<file path="src/rtl/w_grf_if.sv">
// W-stage to register-file bundle: write-back inputs, D-stage read ports and the W forwarding source.
// The master side is the pipeline; the slave side is the register file.
interface w_grf_if;
  logic [31:0] W_PC;
  logic [1:0]  W_T_new;
  logic        W_RegWrite;
  logic [1:0]  W_MemtoReg;
  logic [4:0]  W_A3;
  logic [31:0] W_ALU_C;
  logic [31:0] W_DM_RD;
  logic [4:0]  D_A1;
  logic [4:0]  D_A2;
  logic [31:0] D_RD1;
  logic [31:0] D_RD2;
  logic [31:0] W_WD;
  logic        W_fwd_valid;

  modport master (
    output W_PC, W_T_new, W_RegWrite, W_MemtoReg, W_A3, W_ALU_C, W_DM_RD, D_A1, D_A2,
    input  D_RD1, D_RD2, W_WD, W_fwd_valid
  );

  modport slave (
    input  W_PC, W_T_new, W_RegWrite, W_MemtoReg, W_A3, W_ALU_C, W_DM_RD, D_A1, D_A2,
    output D_RD1, D_RD2, W_WD, W_fwd_valid
  );
endinterface

</file>
<file path="src/rtl/w_grf.sv">
// Write-back stage register file: W data mux, 32x32 GPRs with $0 hardwired, same-cycle W->D bypass.
// Define W_GRF_DISPLAY_EN to log every committed write in simulation.
module w_grf #(
  parameter logic [31:0] PC8_OFFSET = 32'd8
) (
  input logic clk,
  input logic reset,
  w_grf_if.slave bus
);

  logic [31:0] gr [32];
  logic [31:0] wd;
  logic        we;

  always_comb begin
    wd = '0;
    case (bus.W_MemtoReg)
      2'd0:    wd = bus.W_ALU_C;
      2'd1:    wd = bus.W_DM_RD;
      2'd2:    wd = bus.W_PC + PC8_OFFSET;
      default: wd = '0;
    endcase
  end

  assign we              = bus.W_RegWrite && (bus.W_A3 != 5'd0);
  assign bus.W_WD        = wd;
  assign bus.W_fwd_valid = we && (bus.W_T_new == 2'd0);

  // gr[0] is cleared by reset and never selected for a write since we excludes A3 == 0.
  always_ff @(posedge clk or negedge reset) begin
    if (!reset) begin
      for (int i = 0; i < 32; i++) gr[i] <= '0;
    end else if (we) begin
      gr[bus.W_A3] <= wd;
    end
  end

  always_comb begin
    bus.D_RD1 = '0;
    if (bus.D_A1 == 5'd0)                 bus.D_RD1 = '0;
    else if (we && (bus.D_A1 == bus.W_A3)) bus.D_RD1 = wd;
    else                                   bus.D_RD1 = gr[bus.D_A1];
  end

  always_comb begin
    bus.D_RD2 = '0;
    if (bus.D_A2 == 5'd0)                 bus.D_RD2 = '0;
    else if (we && (bus.D_A2 == bus.W_A3)) bus.D_RD2 = wd;
    else                                   bus.D_RD2 = gr[bus.D_A2];
  end

`ifdef W_GRF_DISPLAY_EN
  always @(posedge clk) begin
    if (reset && we) $display("@%h: $%d <= %h", bus.W_PC, bus.W_A3, wd);
  end
`else
`endif

endmodule

</file>
<file path="src/flat_wrapper.sv">
// flat-port wrapper written by rule: the top's interface ports become plain ports
module w_grf_flat 
#(
  parameter logic [31:0] PC8_OFFSET = 32'd8
)
  (clk, reset, bus_W_PC, bus_W_T_new, bus_W_RegWrite, bus_W_MemtoReg, bus_W_A3, bus_W_ALU_C, bus_W_DM_RD, bus_D_A1, bus_D_A2, bus_D_RD1, bus_D_RD2, bus_W_WD, bus_W_fwd_valid);
  w_grf_if bus_i ();
  input logic clk;
  input logic reset;
  input wire logic [$bits(bus_i.W_PC)-1:0] bus_W_PC;
  input wire logic [$bits(bus_i.W_T_new)-1:0] bus_W_T_new;
  input wire logic [$bits(bus_i.W_RegWrite)-1:0] bus_W_RegWrite;
  input wire logic [$bits(bus_i.W_MemtoReg)-1:0] bus_W_MemtoReg;
  input wire logic [$bits(bus_i.W_A3)-1:0] bus_W_A3;
  input wire logic [$bits(bus_i.W_ALU_C)-1:0] bus_W_ALU_C;
  input wire logic [$bits(bus_i.W_DM_RD)-1:0] bus_W_DM_RD;
  input wire logic [$bits(bus_i.D_A1)-1:0] bus_D_A1;
  input wire logic [$bits(bus_i.D_A2)-1:0] bus_D_A2;
  output wire logic [$bits(bus_i.D_RD1)-1:0] bus_D_RD1;
  output wire logic [$bits(bus_i.D_RD2)-1:0] bus_D_RD2;
  output wire logic [$bits(bus_i.W_WD)-1:0] bus_W_WD;
  output wire logic [$bits(bus_i.W_fwd_valid)-1:0] bus_W_fwd_valid;
  assign bus_i.W_PC = bus_W_PC;
  assign bus_i.W_T_new = bus_W_T_new;
  assign bus_i.W_RegWrite = bus_W_RegWrite;
  assign bus_i.W_MemtoReg = bus_W_MemtoReg;
  assign bus_i.W_A3 = bus_W_A3;
  assign bus_i.W_ALU_C = bus_W_ALU_C;
  assign bus_i.W_DM_RD = bus_W_DM_RD;
  assign bus_i.D_A1 = bus_D_A1;
  assign bus_i.D_A2 = bus_D_A2;
  assign bus_D_RD1 = bus_i.D_RD1;
  assign bus_D_RD2 = bus_i.D_RD2;
  assign bus_W_WD = bus_i.W_WD;
  assign bus_W_fwd_valid = bus_i.W_fwd_valid;
  w_grf #(.PC8_OFFSET(PC8_OFFSET)) u_core (.clk(clk), .reset(reset), .bus(bus_i));
endmodule
</file>
<file path="config.mk">
export PLATFORM = sky130hd
export DESIGN_NAME = w_grf_flat
export DESIGN_NICKNAME = d
export VERILOG_FILES = /design/src/rtl/w_grf_if.sv /design/src/rtl/w_grf.sv /design/src/flat_wrapper.sv
export SDC_FILE = /design/constraint.sdc
export NUM_CORES = 2
export LEC_CHECK = 0
export CAP_MARGIN = 20
export CORE_ASPECT_RATIO = 1.2
export CORE_UTILIZATION = 43
export DETAILED_ROUTE_END_ITERATION = 10
export PLACE_DENSITY = 0.58
export SLEW_MARGIN = 20
export SYNTH_ARGS = -nofsm -noshare
export SYNTH_HDL_FRONTEND = slang
export SYNTH_SLANG_ARGS = --single-unit
</file>
<file path="constraint.sdc">
create_clock -name clk -period 4.2 [get_ports clk]
set_input_delay 1.05 -clock clk [delete_from_list [all_inputs] [get_ports clk]]
set_output_delay 1.05 -clock clk [all_outputs]
set_load 0.05 [all_outputs]
</file>
## Word-level counts from Yosys, hierarchy flattened

Cells that the tools add are included.

- Multiplexer cells: 14
- Add/subtract/negate cells: 1
- Reduce and logical (&&, ||, !) cells: 10
- Order comparisons: 4
- Equal/unequal tests: 4
- Bitwise logic cells: 3

Operator list:

| kind | count |
|---|---|
| 1024-bit bitwise mux | 1 |
| 32-bit binary-select mux with 5-bit select | 2 |
| 32-bit 2-to-1 mux | 9 |
| 32-bit demux with 5-bit select | 1 |
| 32-bit case mux with 3 select lines | 1 |
| 32-bit by 4-bit adder with 32-bit output (second input constant) | 1 |
| 6-bit >= comparator (second input constant) | 3 |
| 5-bit inverter with 6-bit output | 3 |
| 5-bit equality test | 2 |
| 5-bit logical NOT | 2 |
| 6-bit by 1-bit less-than comparator with 1-bit output (second input constant) | 1 |
| 1-bit logical AND | 5 |
| 5-bit nonzero test | 1 |
| 2-bit logical NOT | 2 |
| 2-bit by 1-bit equality test with 1-bit output (second input constant) | 1 |
| 2-bit equality test (second input constant) | 1 |

- Logic and storage cells: 68
- Register bits after elaboration: 1024
- Input port bits: 118

## Longest topological paths before layout

- Word-level depth: 6
- Gate-level depth with buffers: 11
- Gate-level depth less buffers: 8

## Worst setup path before layout

OpenSTA, ideal clock, no wires.

- Kind: in2out
- Start point: input port bus_D_A2[0]
- End point: output port bus_D_RD2[4]
- Required time: 3.150 ns
- Path slack: -0.544 ns
- Arrival time: 3.694 ns
- Buffers on the path: 6
- Stages on the path: 10
- Cell sequence: buf_2 -> buf_6 -> buf_6 -> buf_6 -> buf_6 -> buf_4 -> a211oi_1 -> a211oi_1 -> a21oi_1 -> o31ai_1

- Cells in the longest elaborated chain, start to end: 6
- Elaborated cells on any way between the ends: 9
- Classes of those cells: eq/ne (1); mux (5); bitwise (1); reduce/logical (2)

Ends and longest elaborated chain:

| what | line | text |
|---|---|---|
| start: declaration | flat_wrapper.sv:18 | `input wire logic [$bits(bus_i.D_A2)-1:0] bus_D_A2;` |
| 5-bit inverter with 6-bit output (implied by the code) | w_grf.sv:49 | `else bus.D_RD2 = gr[bus.D_A2];` |
| 32-bit binary-select mux with 5-bit select | w_grf.sv:49 |  |
| 32-bit 2-to-1 mux (implied by the code) (2 in series) | w_grf.sv:49 |  |
| 32-bit 2-to-1 mux | w_grf.sv:48 | `else if (we && (bus.D_A2 == bus.W_A3)) bus.D_RD2 = wd;` |
| 32-bit 2-to-1 mux (*) | w_grf.sv:47 | `if (bus.D_A2 == 5'd0) bus.D_RD2 = '0;` |
| end: declaration | flat_wrapper.sv:20 | `output wire logic [$bits(bus_i.D_RD2)-1:0] bus_D_RD2;` |

Mark *: on every way between the ends. The rest lies on a longest branch, timed or not. The select of a mux whose other input is x is not followed.

## Worst setup path after layout

- Start point: input port bus_D_A1[0]
- End point: output port bus_D_RD1[20]

- Cells in the longest elaborated chain, start to end: 6
- Elaborated cells on any way between the ends: 9
- Classes of those cells: eq/ne (1); mux (5); bitwise (1); reduce/logical (2)

Ends and longest elaborated chain:

| what | line | text |
|---|---|---|
| start: declaration | flat_wrapper.sv:17 | `input wire logic [$bits(bus_i.D_A1)-1:0] bus_D_A1;` |
| 5-bit inverter with 6-bit output (implied by the code) | w_grf.sv:42 | `else bus.D_RD1 = gr[bus.D_A1];` |
| 32-bit binary-select mux with 5-bit select | w_grf.sv:42 |  |
| 32-bit 2-to-1 mux (implied by the code) (2 in series) | w_grf.sv:42 |  |
| 32-bit 2-to-1 mux | w_grf.sv:41 | `else if (we && (bus.D_A1 == bus.W_A3)) bus.D_RD1 = wd;` |
| 32-bit 2-to-1 mux (*) | w_grf.sv:40 | `if (bus.D_A1 == 5'd0) bus.D_RD1 = '0;` |
| end: declaration | flat_wrapper.sv:19 | `output wire logic [$bits(bus_i.D_RD1)-1:0] bus_D_RD1;` |

Marked as above.

==> flow_metrics.py <==
metrics = {
    "synthesis": {
        "ys_seq_area_share_pct": 46.86,
        "synthArstFlopShare_pct": 100.0,
        "synthesis.nets": 5020,
        "synth.area.top_cells": "dfrtp_1 47%, mux4_2 23%, a21oi_1 6.2%",
        "synthFlopType": "dfrtp_1",
        "ys_ff_latch": 1024,
        "synth-edff-count": 0,
        "ys.warnings.count": 0,
        "synth.cell_area_um2": 54680,
        "synth.top_cell.area_share_pct": 46.86,
        "yosys.area.top_type": "dfrtp_1",
        "avgSynthCellArea_um2": 11.16,
        "synth_cell_types": 66,
        "synthCells": 4900,
    },
    "grt": {
        "antenna_found_initial": 0,
        "grt_max_degree": 82,
        "grt_first_pass_wirelength_mm": 312.7,
        "gr-total-overflow": 0,
        "track_usage_pct": 33.52,
        "first_global_vias": 45249,
    },
    "drt": {
        "first_iter_violations": 4936,
        "dr.pass1.iters": 6,
        "drc_errors": 0,
        "num_vias": 44804,
        "avgViaCountPerCell": 6.259,
        "wirelength_mm": 213.2,
        "wl_per_cell_um": 29.78,
        "postRouteAntennaNets": 0,
    },
    "cells_and_area": {
        "n_antenna_cell": 0,
        "layoutNonFillerInstCount": 7158,
        "fillers": 10212,
        "syn_to_final_growth_pct": 32.71,
        "seq_area_um2": 25620,
        "multi_input_area_um2": 29230,
        "reg_top3": "u_core.gr (1024)",
        "largest-register": "u_core.gr",
        "design_area_um2": 72570,
        "largest_reg_flops": 1024,
        "drive_gt1_share_pct": 34.79,
        "fin_nets": 5531,
        "final_cell_mix": "1,024 x dfrtp_1, 693 x nor2_1, 649 x a21oi_1",
        "final_common_cell": "dfrtp_1",
    },
    "power": {
        "peakVddDrop_mv": 0.3527,
        "p_per_area_nw_per_um2": 468.9,
        "p_leak_nw": 30.49,
    },
    "outcome": {
        "violations": "negative setup slack",
        "outcome": "complete, but fails checks",
    },
    "critical_path": {
        "cp.required_ns": 3.15,
        "arrival_ns": 3.29,
        "crit_type": "in -> out",
        "end_kind": "output port",
        "setup.worst_path.start_class": "input pin",
        "crit_fanout": 5,
    },
    "floorplanning": {
        "fp.dieH_um": 392.6,
        "die_w_um": 327.5,
        "initial_utilization_pct": 43.59,
        "core.rowCount": 142,
        "ioPinCount": 215,
        "die_area_um2": 128600,
        "core_area_um2": 125400,
    },
    "run": {
        "maxCapViolCount": 0,
    },
    "timing": {
        "min_period_ns": 4.344,
        "worst_pin_slew_ns": 1.075,
        "grt_setup_unrepaired": "yes",
        "setup-violations-final": 47,
        "hold_viol": 0,
        "final_max_slew_viol_count": 0,
        "setup_ws_ns": -0.1438,
        "fin_worst_skew_ns": 0,
        "max_freq_mhz": 230.2,
        "relSlewSlack_pct": 27.96,
        "fin_crit_sh_pct": 103.4,
    },
    "cts": {
        "cts-root-buf": "clkbuf_16",
        "cts_tree": "yes",
        "clk_pin_slew_ns": 0.06,
        "cts_buffer_depth": 3,
        "cts_made_buffers": 110,
        "clock_sinks": 1024,
        "htree_levels": 3,
        "worstSkewPairLatency_ns": 0.70,
        "cts_hold_buf": 0,
    },
    "placed_design": {
        "dp_cells": 6837,
        "place_congestion": 0.9296,
        "hpwlAfterDp_mm": 137.2,
        "placed_cell_area_um2": 65000,
        "port_buffers": 214,
    },
    "min_path": {
        "hold_class": "reg -> reg",
    },
}
## logic make-up after synthesis
logic type	Yosys count	share of synthesized area [%]
simple gates	1294	9.611
fa+ha+maj	2	0.04576
compound gates	1250	12.41
flops	1024	46.86
mux	719	25.91
xor+xnor	35	0.5744
buf+inv	576	4.592
## layout make-up
class / instances / area share, %
Clock inverter: 48 / 0.8190
Tap cell: 1656 / 2.855
Inverter: 46 / 0.2448
Sequential cell: 1024 / 35.31
Multi-Input combinational cell: 3300 / 40.28
Clock buffer: 155 / 4.386
Timing Repair Buffer: 929 / 16.10
## Yosys cell counts, types with 4 or more instances
cell,number
a211oi_1,83
a21oi_1,681
a221oi_1,11
a22o_1,7
a22oi_1,8
a31oi_1,9
and2_1,8
and3_1,11
and4_1,4
buf_1,30
buf_2,84
buf_4,33
buf_6,16
clkbuf_1,367
dfrtp_1,1024
inv_1,44
mux2_2,10
mux2i_1,153
mux4_2,556
nand2_1,417
nand2b_1,12
nand3_1,23
nand3b_1,4
nand4_1,12
nor2_1,707
nor2_2,4
nor2b_1,29
nor3_1,38
nor4_1,5
o2111ai_1,5
o21ai_0,346
o21ai_1,18
o221ai_1,5
o22ai_1,47
o31ai_1,5
or2_2,7
xnor2_1,20
xor2_1,14
## layer usage
layer,track usage [%],share of wire (%),up-vias
met5,0,0,-
li1,-,-,18872
met2,51.54,46,2364
met3,6.688,9.4,548
met4,19.77,6.8,0
met1,44.20,38,23020
## path summary, 6_finish.rpt
kind | slack [ns] | cells after the start | endpoint | start
worst max-delay path | -0.14 | 10 | bus_D_RD1[20] | bus_D_A1[0]
worst min-delay path | 0.40 | 0 | u_core.gr[997] | u_core.gr[997]
worst max register to register | 3.40 | 2 | u_core.gr[31] | u_core.gr[31]
worst min register to register | 0.40 | 0 | u_core.gr[997] | u_core.gr[997]
max in group asynchronous | 2.63 | 2 | u_core.gr[139] | reset
min in group asynchronous | 0.42 | 1 | u_core.gr[620] | reset
## worst max-delay path: stages
cell      delay (ns)
buf_16          0.13
buf_12          0.15
buf_12          0.12
buf_16          0.12
buf_12          0.11
mux4_2          0.49
mux4_2          0.54
a211oi_2        0.28
a211oi_4        0.10
buf_6           0.19
## metrics by stage
stage | TNS [ns] | power, mW | setup slack, ns | hold slack (ns) | utilization (%)
global placement | -29.36 | 22.71 | -0.7905 | 0.3771 | 51.82
floorplan | -2.706 | 19.10 | -0.4591 | 0.4413 | -
CTS | -3.647 | 33.79 | -0.1516 | 0.3974 | 57.21
finish | -3.497 | 34.03 | -0.1438 | 0.3962 | 57.85
global route | -4.898 | 35.37 | -0.1745 | 0.4105 | 57.85
detailed placement | -30.30 | 23.03 | -0.7864 | 0.3827 | 51.82
## power breakdown
| part | total (mW) | internal, mW | switching, mW | leakage, nW |
|---|---|---|---|---|
| registers | 13.6 | 12.0 | 1.64 | 12.8 |
| logic | 10.2 | 5.23 | 4.93 | 15.8 |
| clock network | 10.3 | 6.01 | 4.25 | 1.86 |
| total | 34.0 | 23.2 | 10.8 | 30.5 |
## repair_timing
item	4_1_cts	5_1_grt
setup endpoints to repair	87	73
pin swaps	103	86
resized for setup	412	143
cloned	22	7
setup buffers	88	32
(Power assumes the default switching activity.)
